[config.mk]
export PLATFORM = sky130hd
export DESIGN_NAME = bp_fe_pred_update_sched
export DESIGN_NICKNAME = d
export VERILOG_FILES = /design/src/rtl/bp_fe_pred_update_sched.sv
export SDC_FILE = /design/constraint.sdc
export NUM_CORES = 1
export LEC_CHECK = 0
export BUFFER_PORTS_ARGS = -buffer_cell sky130_fd_sc_hd__buf_2
export CORE_AREA = 2 2 188 190
export CTS_CLUSTER_DIAMETER = 80
export DETAILED_ROUTE_END_ITERATION = 7
export DIE_AREA = 0 0 190 192
export GPL_TIMING_DRIVEN = 0
export HOLD_SLACK_MARGIN = 0.12
export SKIP_LAST_GASP = 1
export SLEW_MARGIN = 20
export SYNTH_ARGS = -nofsm -noshare
export SYNTH_HDL_FRONTEND = slang
export SYNTH_SLANG_ARGS = --single-unit
[constraint.sdc]
create_clock -name clk_i -period 4.7 [get_ports clk_i]
set_input_delay 0.94 -clock clk_i [delete_from_list [all_inputs] [get_ports clk_i]]
set_output_delay 0.94 -clock clk_i [all_outputs]
set_load 0.005 [all_outputs]
[src/rtl/bp_fe_pred_update_sched.sv]
// Training-update scheduler for the BTB/BHT write port: post-reset clear sweep,
// then arbitration between never-stalling redirect updates and queued attaboys.
module bp_fe_pred_update_sched #(
  parameter int unsigned vaddr_width_p = 39,
  parameter int unsigned md_width_p    = 36,
  parameter int unsigned idx_width_p   = 6,
  parameter int unsigned fifo_els_p    = 2,
  parameter int unsigned starve_lim_p  = 4
) (
  input  logic                     clk_i,
  input  logic                     reset_i,
  output logic                     init_done_o,

  input  logic                     redirect_v_i,
  input  logic [vaddr_width_p-1:0] redirect_pc_i,
  input  logic [md_width_p-1:0]    redirect_md_i,
  input  logic                     redirect_taken_i,
  input  logic                     redirect_nonbr_i,

  input  logic                     attaboy_v_i,
  input  logic [vaddr_width_p-1:0] attaboy_pc_i,
  input  logic [md_width_p-1:0]    attaboy_md_i,
  input  logic                     attaboy_taken_i,
  output logic                     attaboy_yumi_o,

  output logic                     upd_v_o,
  output logic                     upd_clr_o,
  output logic [idx_width_p-1:0]   upd_idx_o,
  output logic [vaddr_width_p-1:0] upd_pc_o,
  output logic [md_width_p-1:0]    upd_md_o,
  output logic                     upd_taken_o,
  output logic                     upd_nonbr_o,
  output logic                     upd_redir_o,
  input  logic                     upd_yumi_i,

  output logic [7:0]               drop_cnt_o
);

  localparam int unsigned ptr_width_lp    = $clog2(fifo_els_p);
  localparam int unsigned ptr_full_w_lp   = ptr_width_lp + 1;
  localparam int unsigned starve_width_lp = $clog2(starve_lim_p + 1);
  localparam int unsigned drop_width_lp   = 8;

  typedef struct packed {
    logic [vaddr_width_p-1:0] pc;
    logic [md_width_p-1:0]    md;
    logic                     taken;
    logic                     nonbr;
  } redir_entry_t;

  typedef struct packed {
    logic [vaddr_width_p-1:0] pc;
    logic [md_width_p-1:0]    md;
    logic                     taken;
  } attaboy_entry_t;

  typedef enum logic {e_clear, e_run} state_e;

  state_e                     state_r, state_n;
  logic [idx_width_p-1:0]     sweep_r;
  logic                       hold_v_r;
  redir_entry_t               hold_r;
  logic [drop_width_lp-1:0]   drop_r;
  logic [ptr_full_w_lp-1:0]   wptr_r, rptr_r;
  attaboy_entry_t             fifo_mem_r [fifo_els_p];
  attaboy_entry_t             fifo_head;
  logic [starve_width_lp-1:0] starve_r;

  logic run, fifo_empty, fifo_full, starved;
  logic sel_fifo, sel_hold, fifo_deq, fifo_enq, hold_take;

  assign run        = (state_r == e_run);
  assign fifo_empty = (wptr_r == rptr_r);
  assign fifo_full  = (wptr_r[ptr_width_lp] != rptr_r[ptr_width_lp])
                    && (wptr_r[ptr_width_lp-1:0] == rptr_r[ptr_width_lp-1:0]);
  assign fifo_head  = fifo_mem_r[rptr_r[ptr_width_lp-1:0]];
  assign starved    = (starve_r == starve_width_lp'(starve_lim_p));

  // Starved attaboy head beats the redirect; otherwise redirect has priority.
  assign sel_fifo  = run && !fifo_empty && (starved || !hold_v_r);
  assign sel_hold  = run && hold_v_r && !sel_fifo;
  assign fifo_deq  = sel_fifo && upd_yumi_i;
  assign hold_take = sel_hold && upd_yumi_i;
  assign fifo_enq  = run && attaboy_v_i && !fifo_full;

  always_ff @(posedge clk_i or posedge reset_i) begin
    if (reset_i) state_r <= e_clear;
    else         state_r <= state_n;
  end

  always_comb begin
    state_n = state_r;
    case (state_r)
      e_clear: if (upd_yumi_i && (sweep_r == '1)) state_n = e_run;
      e_run:   state_n = e_run;
      default: state_n = e_clear;
    endcase
  end

  always_comb begin
    upd_v_o        = 1'b0;
    upd_clr_o      = 1'b0;
    upd_idx_o      = '0;
    upd_pc_o       = '0;
    upd_md_o       = '0;
    upd_taken_o    = 1'b0;
    upd_nonbr_o    = 1'b0;
    upd_redir_o    = 1'b0;
    init_done_o    = 1'b0;
    attaboy_yumi_o = 1'b0;
    case (state_r)
      // Reset gates the clear write so nothing is presented while held in reset.
      e_clear: begin
        upd_v_o   = ~reset_i;
        upd_clr_o = ~reset_i;
        upd_idx_o = sweep_r;
      end
      e_run: begin
        init_done_o    = 1'b1;
        attaboy_yumi_o = fifo_enq;
        if (sel_fifo) begin
          upd_v_o     = 1'b1;
          upd_pc_o    = fifo_head.pc;
          upd_md_o    = fifo_head.md;
          upd_taken_o = fifo_head.taken;
        end else if (sel_hold) begin
          upd_v_o     = 1'b1;
          upd_pc_o    = hold_r.pc;
          upd_md_o    = hold_r.md;
          upd_taken_o = hold_r.taken;
          upd_nonbr_o = hold_r.nonbr;
          upd_redir_o = 1'b1;
        end
      end
      default: ;
    endcase
  end

  always_ff @(posedge clk_i or posedge reset_i) begin
    if (reset_i)                            sweep_r <= '0;
    else if (state_r == e_clear && upd_yumi_i) sweep_r <= sweep_r + idx_width_p'(1);
  end

  // Single-entry redirect hold: a new pulse always wins, losing an unconsumed entry.
  always_ff @(posedge clk_i or posedge reset_i) begin
    if (reset_i) begin
      hold_v_r <= 1'b0;
      hold_r   <= '0;
      drop_r   <= '0;
    end else if (run && redirect_v_i) begin
      hold_v_r <= 1'b1;
      hold_r   <= '{pc: redirect_pc_i, md: redirect_md_i,
                    taken: redirect_taken_i, nonbr: redirect_nonbr_i};
      if (hold_v_r && !hold_take && (drop_r != '1))
        drop_r <= drop_r + drop_width_lp'(1);
    end else if (hold_take) begin
      hold_v_r <= 1'b0;
    end
  end

  assign drop_cnt_o = drop_r;

  always_ff @(posedge clk_i or posedge reset_i) begin
    if (reset_i) begin
      wptr_r <= '0;
      rptr_r <= '0;
    end else begin
      if (fifo_enq) wptr_r <= wptr_r + ptr_full_w_lp'(1);
      if (fifo_deq) rptr_r <= rptr_r + ptr_full_w_lp'(1);
    end
  end

  // Storage needs no reset: entries are only read between the pointers.
  always_ff @(posedge clk_i) begin
    if (fifo_enq)
      fifo_mem_r[wptr_r[ptr_width_lp-1:0]] <= '{pc: attaboy_pc_i, md: attaboy_md_i,
                                                taken: attaboy_taken_i};
  end

  always_ff @(posedge clk_i or posedge reset_i) begin
    if (reset_i)                    starve_r <= '0;
    else if (fifo_empty || fifo_deq) starve_r <= '0;
    else if (!starved)              starve_r <= starve_r + starve_width_lp'(1);
  end

endmodule
# [Yosys cells after proc, flatten, opt, wreduce, memory -nomap -nowiden]
# Memory sizes are Yosys's and may differ from the RTL's.
# Cells that the tools add are included.
# W data, S select, Z words.
[totals] in_bits=158 ramBits=152 n_memories=1 regBits=100
[mem_list] name="fifo_mem_r" depth=2 width=76 rd=1 rd_ports_with_merged_regs=0 wr=1 line_no="65" source="attaboy_entry_t fifo_mem_r [fifo_els_p];"
[classes] bitwise_logic=2 reduce_logical=23 n_addsub=5 n_eq_ne=7 mux=29
[ops] cell="$mux W39" n=3
[ops] cell="$mux W36" n=3
[ops] cell="$mux W1" n=18
[ops] cell="$logic_and A1 B1 Y1" n=14
[ops] cell="$add A8 B1 Y8 const B" n=1
[ops] cell="$ne A8 B8 Y1 const B" n=1
[ops] cell="$add A6 B1 Y6 const B" n=1
[ops] cell="$eq A6 B6 Y1 const B" n=1
[ops] cell="$mux W3" n=2
[ops] cell="$mux W6" n=1
[ops] cell="$logic_not A1 Y1" n=5
[ops] cell="$add A2 B1 Y2 const B" n=2
[ops] cell="$pmux W1 S2" n=2
[ops] cell="$add A3 B1 Y3 const B" n=1
[ops] cell="$eq A3 B3 Y1 const B" n=1
[ops] cell="$eq A2 B2 Y1" n=1
[ops] cell="$logic_or A1 B1 Y1" n=2
[ops] cell="$ne A2 B1 Y1 const B" n=1
[ops] cell="$not A1 Y1" n=2
[ops] cell="$reduce_and A2 Y1" n=1
[ops] cell="$reduce_bool A2 Y1" n=1
[ops] cell="$eq A1 B1 Y1" n=1
[ops] cell="$ne A1 B1 Y1" n=1

# [Depth between registers and ports, before layout]
# Gate-level depths: netlist of run 1.
[logic_depth] word_depth=11 mapped_depth=9

# [Worst setup path after synthesis of run 1]
# OpenSTA, ideal clock, no wires.
[synth_timing] kind="input to register" start="input port attaboy_v_i" end="memory fifo_mem_r[0][0] in the netlist's numbering, enable pin" cell_stages=3 t_arrival_ps=4678 required_time_ps=4181 setup_slack_ps=-497 path_cell_list="nand2_1 a21oi_1 nor2b_1"
[synth_via] elab_chain_cells=4
[synth_rtl] element="from (decl)" line_no="20" source="input logic attaboy_v_i,"
[synth_rtl] element="$logic_and A1 B1 Y1 (2 in a row)" line_no="84" source="assign fifo_enq = run && attaboy_v_i && !fifo_full;"
[synth_rtl] element="$mux W1" line_no="175" source="if (fifo_enq)"
[synth_rtl] element="$mux W1 (implied by the code)" line_no="176" source="fifo_mem_r[wptr_r[ptr_width_lp-1:0]] <= '{pc: attaboy_pc_i, md: attaboy_md_i,"
[synth_rtl] element="to (decl)" line_no="65"
# No other way between the ends.

# [Worst setup path in the final report of run 1]
[layout_timing] start="register starve_r[0]" end="output port upd_md_o[20]"
[layout_via] elab_chain_cells=8
[layout_rtl] element="from (decl)" line_no="67" source="logic [starve_width_lp-1:0] starve_r;"
[layout_rtl] element="from (signal assigned)" line_no="183" source="else if (!starved) starve_r <= starve_r + starve_width_lp'(1);"
[layout_rtl] element="$eq A3 B3 Y1 (*)" line_no="77" source="assign starved = (starve_r == starve_width_lp'(starve_lim_p));"
[layout_rtl] element="$logic_or A1 B1 Y1 (*)" line_no="80" source="assign sel_fifo = run && !fifo_empty && (starved || !hold_v_r);"
[layout_rtl] element="$logic_and A1 B1 Y1 (*)" line_no="80"
[layout_rtl] element="$logic_not A1 Y1" line_no="81" source="assign sel_hold = run && hold_v_r && !sel_fifo;"
[layout_rtl] element="$logic_and A1 B1 Y1" line_no="81"
[layout_rtl] element="$mux W36" line_no="126" source="end else if (sel_hold) begin"
[layout_rtl] element="$mux W36 (*)" line_no="121" source="if (sel_fifo) begin"
[layout_rtl] element="$mux W36 (*)" line_no="111" source="case (state_r)"
[layout_rtl] element="to (decl)" line_no="30" source="output logic [md_width_p-1:0] upd_md_o,"
# Mark *: on every way between the ends. The rest lies on a longest branch, timed or not.

==> metrics.txt, run 1 <==
R2R Setup Slk 2200 ps; TritonCTS buffer count 29; initial antenna violation count 6; CP peak stage delay 510 ps; vias in the first global route 6599; CTS tree done; Die Area 0.0365 mm^2; postcts setup bufs 0; largest net degree at the start of global routing 67; Synthesized Nets 775; Cell Chain, Critical Path inv_1 > ha_1 > nand2_1 > a221o_1 > buf_2 > clkbuf_1 > o2bb2ai_1 > buf_2; Die Y 192 um; DR vias 6256; DR pass1 iterations 6; Slowest-stage cell, CP clkbuf_1; CP dominant cell by count buf_2; P_leak 0.00543 uW; r2r worst-path depth 6; smallest hold slack 414 ps; Mapped Cells 613; Fin. Hold Viols 0; Yosys cell types 38; critical path arrival 2720 ps; post-synthesis sequential area ratio 68.9%; GPL Wtd Cong 0.753; core area 0.0343 mm^2; area leader, netlist edfxtp_1; Post-Place Cells 1326; Pwr Total 7560 uW; most frequent cells in the layout 263 x buf_2, 152 x edfxtp_1, 100 x dfrtp_1; global-route wire length before repair 38200 um; post-detail-place hpwl 17700 um; post-cts resize count 0; Avg WL per Cell 18.5 um; post-synthesis cell area 0.0103 mm^2; asr flop ratio synth 39.7%; CTS max path bufs 3; Overflow after GRT 0; fmax 273 MHz; worst hold path type input pin to async pin; Post-Layout Cell Count 1383; worst r2r src rptr_r[0]; worst path required time 3760 ps; Skew-Pair Late Insertion Delay 540 ps; commonest non-fill, non-tap cell in the layout buf_2; Critical path buffers and inverters 4; max-cap viol count 0; CTS sink cnt 252; synth warn 0; Util after Layout 38.3%; Slew Viols, Final 0; ranking of synthesized cells by area edfxtp_1 45%, dfrtp_1 24%, mux2_2 8.9%; endpoints failing setup 0; Final #Nets 1064; final period demand of the worst path 3660 ps; maximum vdd ir drop 0.344 mV; Seq. cell area 0.00707 mm^2; reg2reg end fifo_mem_r[0][45]; Layout area overhead 28.2%; delay-heaviest family, CP buffers and inverters; H-Tree Depth 1; area of the multi-input gates 0.00296 mm^2; Final ANT Viol Nets 0; Initial Utilization 29.9%; status finished clean; # IOs 254; Starting DRT DRC Count 180; total track usage 13.8%; Worst-Margin Slew 850 ps; crit share post-route 77.9%; fill cell count 3273; Residual DRC 0; clock transition at the registers of the reported paths 60 ps; Site Rows 68; pwr dens 575 mW/mm^2; input/output buffers 253; EDFF count, synth 152; synthesis-stage register bit count 252; clk_skew 14.4 ps; Setup Crit Path Kind register to output pin; DRT Wirelength 25600 um; Die Width 190 um; Synth top area share 44.5%; CP endpoint kind output pin; layout cells sized above 1 44.4%; Main synth FF type edfxtp_1; startpoint types register; RSZ-0062 raised after global routing false; slew margin rel. 43.3%; Hold-fix buffers, CTS 0; clk root buf clkbuf_16; synthesized area per cell 16.7 um^2; CP Max Fanout 10; routed vias/inst 4.52
## worst reg2reg max path, cell delays in order (launching register included)
cell and delay, ps:
dfrtp_1 350, buf_2 190, xnor2_2 180, a21oi_1 320, nor2b_4 670, buf_12 280
buf_16 200
## registers in the layout, indices dropped and copies added (netlist names)
name / flops
wptr_r: 2
sweep_r: 6
starve_r: 3
run: 1
rptr_r: 2
hold_v_r: 1
drop_cnt_o: 8
hold_r: 77
fifo_mem_r: 152
## area by class of cell
cell class | count | area share (%)
sequential | 252 | 53.8
multi-input combinational | 316 | 22.5
timing repair buffer | 258 | 10.6
clock buffer | 39 | 6.11
tap | 455 | 4.33
buffer | 38 | 1.61
clock inverter | 15 | 0.828
inverter | 7 | 0.238
antenna | 3 | 0.0571
## power by group
part / internal [uW] / switching (uW)
clock: 1250 / 878
combinational: 970 / 1330
sequential: 2960 / 170
total: 5180 / 2380
## synth_stat cells, drive strengths merged, types with 4 or more instances
library cell and number:
nand3 6, nor2 8, xor2 10, dfrtp 100
ha 4, a211oi 5, buf 23, xnor2 7
mux2 81, mux2i 77, inv 7, edfxtp 152
clkbuf 15, o2bb2ai 76, nor2b 8, nand2 11
## worst max-delay path by stage
stage,slack [ps],to,startpoint,depth (start not counted)
floorplan,950,fifo_mem_r[0][0],attaboy_v_i,3
global placement,-780,fifo_mem_r[0][51],attaboy_v_i,4
detailed placement,1490,upd_md_o[20],starve_r[0],8
CTS,890,upd_md_o[20],starve_r[0],8
global route,750,upd_md_o[20],starve_r[0],8
finish,1040,upd_md_o[20],starve_r[0],8
## cell families (layout without fill, tap and decap cells)
| family | count (synthesis) | after routing | share of synthesized area (%) |
|---|---|---|---|
| flip-flops | 252 | 252 | 68.9 |
| multiplexers | 158 | 158 | 16.4 |
| AO/OA/AOI/OAI | 92 | 92 | 8.03 |
| AND/OR/NAND/NOR | 45 | 45 | 2.31 |
| buffers and inverters | 45 | 357 | 2.32 |
| XOR/XNOR | 17 | 17 | 1.53 |
| adder cells (fa/ha/maj) | 4 | 4 | 0.488 |
| other | 0 | 3 | 0 |
## per-layer routing
layer | vias up | global-route usage (%) | part of all wire [%]
li1 | 2947 | - | -
met1 | 3077 | 17.8 | 44
met2 | 187 | 22.9 | 48
met3 | 39 | 3.25 | 6.2
met4 | 6 | 4.20 | 2.3
met5 | - | 0 | 0.16
## stage by stage
step	cell area, um^2	setup TNS (ps)	setup slack (ps)
after CTS	13100	0	894
after global routing	13100	0	752
after global placement	12100	-164260	-776
after detailed placement	12200	0	1490
final	13100	0	1040
after floorplan	10300	0	953
(Power assumes the default switching activity.)
==> run 2: changes to the inputs <==
ABC_AREA = 1   (was not set)
CORE_AREA = 2 2 190 192   (was 2 2 188 190)
DIE_AREA = 0 0 192 194   (was 0 0 190 192)
clock period = 3.55 ns   (was 4.7 ns; I/O delays follow)
==> run 2 against run 1 <==
Register-to-register slack lost 1200 ps. Utilization grew 0.19 points. Synthesized cell count grew 65%. Sequential cell count is the same. Sequential power grew 28%. Die area grew 2.1%. Non-clock buffer count grew 15. Global-route usage grew 2.0 points. Via count grew 28%. Final area grew 3.2%. Worst hold slack lost 130 ps. Critical path type unchanged. Critical endpoint is now upd_pc_o[1]. Highest routed layer is now met4.
==> metrics.txt, run 2 <==
DR vias 7984 (was 6256); delay-heaviest family, CP buffers and inverters (unchanged); top-count cell post-synth nand2_1 (was edfxtp_1); wl on met1 12900 um (was 11200 um); input/output buffers 253 (unchanged); design area 0.0136 mm^2 (was 0.0131 mm^2); Synth top area share 43.6% (was 44.5%); slew margin rel. 44.9% (was 43.3%); synthesized area per cell 10.3 um^2 (was 16.7 um^2); Pwr Total 10900 uW (was 7560 uW); Die Width 192 um (was 190 um); Fin. Hold Viols 0 (unchanged); routed vias/inst 4.45 (was 4.52); endpoints failing setup 0 (unchanged); asr flop ratio synth 39.7% (unchanged); Area after DPL 0.0125 mm^2 (was 0.0122 mm^2); Hold-fix buffers, CTS 0 (unchanged); CP peak stage delay 420 ps (was 510 ps); Overflow after GRT 0 (unchanged); simple-gate share of the synthesized area 17.2% (was 2.31%); Cell Chain, Critical Path inv_1 > ha_1 > nand2_1 > nand2_1 > nand3_4 > nand2_4 > clkbuf_1 > o21ai_0 > buf_2 (was inv_1 > ha_1 > nand2_1 > a221o_1 > buf_2 > clkbuf_1 > o2bb2ai_1 > buf_2); clock transition at the registers of the reported paths 60 ps (about the same); clk root buf clkbuf_16 (unchanged); TritonCTS buffer count 29 (unchanged); CP dominant cell by count nand2_1 (was buf_2); commonest non-fill, non-tap cell in the layout nand2_1 (was buf_2); Site Rows 69 (was 68); post-synthesis cell area 0.0105 mm^2 (was 0.0103 mm^2); synth warn 0 (unchanged); post-synthesis sequential area ratio 67.5% (was 68.9%); largest net degree at the start of global routing 66 (was 67); ranking of synthesized cells by area edfxtp_1 44%, dfrtp_1 24%, nand2_1 15% (was edfxtp_1 45%, dfrtp_1 24%, mux2_2 8.9%); GPL Wtd Cong 0.782 (was 0.753); post-synthesis mux area share 0% (was 16.4%); critical path arrival 2650 ps (was 2720 ps); DRT Wirelength 29900 um (was 25600 um); P_leak 0.00641 uW (was 0.00543 uW); CTS max path bufs 3 (unchanged); worst path required time 2840 ps (was 3760 ps); Die Area 0.0372 mm^2 (was 0.0365 mm^2); CP endpoint kind output pin (unchanged); Final ANT Viol Nets 0 (unchanged); largest family of logic cells by synthesized area simple AND/OR/NAND/NOR gates (was multiplexers); status finished clean (unchanged); RSZ-0062 raised after global routing false (unchanged); postcts setup bufs 0 (unchanged); maximum vdd ir drop 0.385 mV (was 0.344 mV); core area 0.0352 mm^2 (was 0.0343 mm^2); CTS sink cnt 252 (unchanged); Slew Viols, Final 0 (unchanged); Worst-Margin Slew 824 ps (was 850 ps); Starting DRT DRC Count 454 (was 180); most frequent cells in the layout 426 x nand2_1, 271 x buf_2, 152 x edfxtp_1 (was 263 x buf_2, 152 x edfxtp_1, 100 x dfrtp_1); DR top layer met4 (was met5); Yosys cell types 33 (was 38); # IOs 254 (unchanged); post-detail-place hpwl 21100 um (was 17700 um); Post-Layout Cell Count 1794 (was 1383); CP Max Fanout 10 (unchanged); Synth Area in XOR/XNOR 1.34% (was 1.53%); Synthesized Nets 1176 (was 775); fmax 297 MHz; max-cap viol count 0 (unchanged); Die Y 194 um (was 192 um); Post-Place Cells 1736 (was 1326); fill cell count 3508 (was 3273); Residual DRC 0 (unchanged); Avg WL per Cell 16.6 um (was 18.5 um); vias in the first global route 7775 (was 6599); total track usage 15.8% (was 13.8%); area leader, netlist edfxtp_1 (unchanged); pre-CTS WS 759 ps (was 1490 ps); startpoint types register (unchanged); Met3 Wirelength 1390 um (was 1580 um); post-cts resize count 0 (unchanged); Main synth FF type edfxtp_1 (unchanged); Mapped Cells 1014 (was 613); Final #Nets 1468 (was 1064); global-route wire length before repair 44900 um (was 38200 um); synthesis-stage register bit count 252 (unchanged); Layout area overhead 29.6% (was 28.2%); CTS tree done (unchanged); most frequent cells after synthesis 426 x nand2_1, 152 x edfxtp_1, 102 x o21ai_0 (was 152 x edfxtp_1, 100 x dfrtp_1, 81 x mux2_2); Skew-Pair Late Insertion Delay 540 ps (about the same); Slowest-stage cell, CP clkbuf_1 (unchanged); crit share post-route 94.7%; EDFF count, synth 152 (unchanged); Critical path buffers and inverters 3 (was 4); H-Tree Depth 1 (unchanged); Setup Crit Path Kind register to output pin (unchanged); clk_skew 8.26 ps (was 14.4 ps); final period demand of the worst path 3360 ps; Post-Synth Adder-Cell Area 0.478% (was 0.488%); Synth Area in Compound Gates 8.57% (was 8.03%); worst hold path type input pin to async pin (unchanged); number of flip-flops in the largest register 152 (unchanged); layout cells sized above 1 26.3% (was 44.4%); pwr dens 805 mW/mm^2 (was 575 mW/mm^2); met2 routed WL 14800 um (was 12200 um); initial antenna violation count 5 (was 6); Initial Utilization 29.7% (was 29.9%); setup ws final 188 ps (was 1040 ps); DR pass1 iterations 5 (was 6)
run 2: changes by cell type in the layout (fill, tap and decap cells not counted), moves of 10 or more:
cell	change
nand2_1	+415
o21ai_0	+101
mux2_2	-81
mux2i_1	-77
o2bb2ai_1	-76
inv_1	+63
a21o_1	+26
a21oi_1	+16
a21oi_2	+10
run 2: final timing paths:
kind	from	endpoint	slack, ps	depth (start not counted)
worst min-delay path	reset_i	drop_cnt_o[5]	280	2
worst max register to register	rptr_r[0]	fifo_mem_r[1][41]	980	9
worst min register to register	hold_r[76]	hold_r[76]	480	2
min in group clk_i	attaboy_md_i[27]	fifo_mem_r[1][28]	350	1
worst max-delay path	starve_r[0]	upd_pc_o[1]	190	9
max in group asynchronous	reset_i	hold_r[35]	2590	3
run 2: layer usage:
| metal | up-vias | GRT usage (%) |
|---|---|---|
| li1 | 3887 | - |
| met1 | 3863 | 20.6 |
| met2 | 193 | 26.9 |
| met3 | 41 | 2.48 |
| met4 | 0 | 4.64 |
| met5 | - | 0 |
run 2: worst register-to-register path, cell delays in order (launching register included):
cell     delay [ps]
dfrtp_1         330
buf_4           190
inv_2           100
nand2_1          80
nand2_1          80
nand3_1          80
nand3_1         210
nor2_4          710
buf_12          270
buf_16          200
run 2: area by class of cell:
type,count,area (um^2),area share (%)
well taps,461,577,4.25
repair buffers,261,1460,10.7
inverters,73,282,2.07
flip-flops and latches,252,7070,52.1
diodes,5,12.5,0.0922
clock buffers,38,759,5.60
clock inverters,15,273,2.01
plain buffers,50,236,1.74
multi-input cells,639,2910,21.4
run 2: through the flow:
step / TNS [ps] / hold WS [ps] / util (%)
2_1_floorplan: 0 / 449 / -
3_3_place_gp: -364870 / 462 / 35.0
3_5_place_dp: 0 / 468 / 35.6
4_1_cts: 0 / 300 / 38.5
5_1_grt: 0 / 324 / 38.5
6_report: 0 / 285 / 38.5
run 2: logic make-up (layout without fill, tap and decap cells):
| family | after synthesis | in the layout |
|---|---|---|
| and+or+nand+nor | 461 | 461 |
| DFF | 252 | 252 |
| AOI/OAI and AO/OA | 158 | 158 |
| buffers and inverters | 123 | 437 |
| xor gates and xnor gates | 16 | 16 |
| adders and majority gates | 4 | 4 |
| other | 0 | 5 |
run 2: report_power, final:
part	switching (uW)	internal, uW
Sequential	187	3810
Clock	1190	2080
Combinational	2350	1310
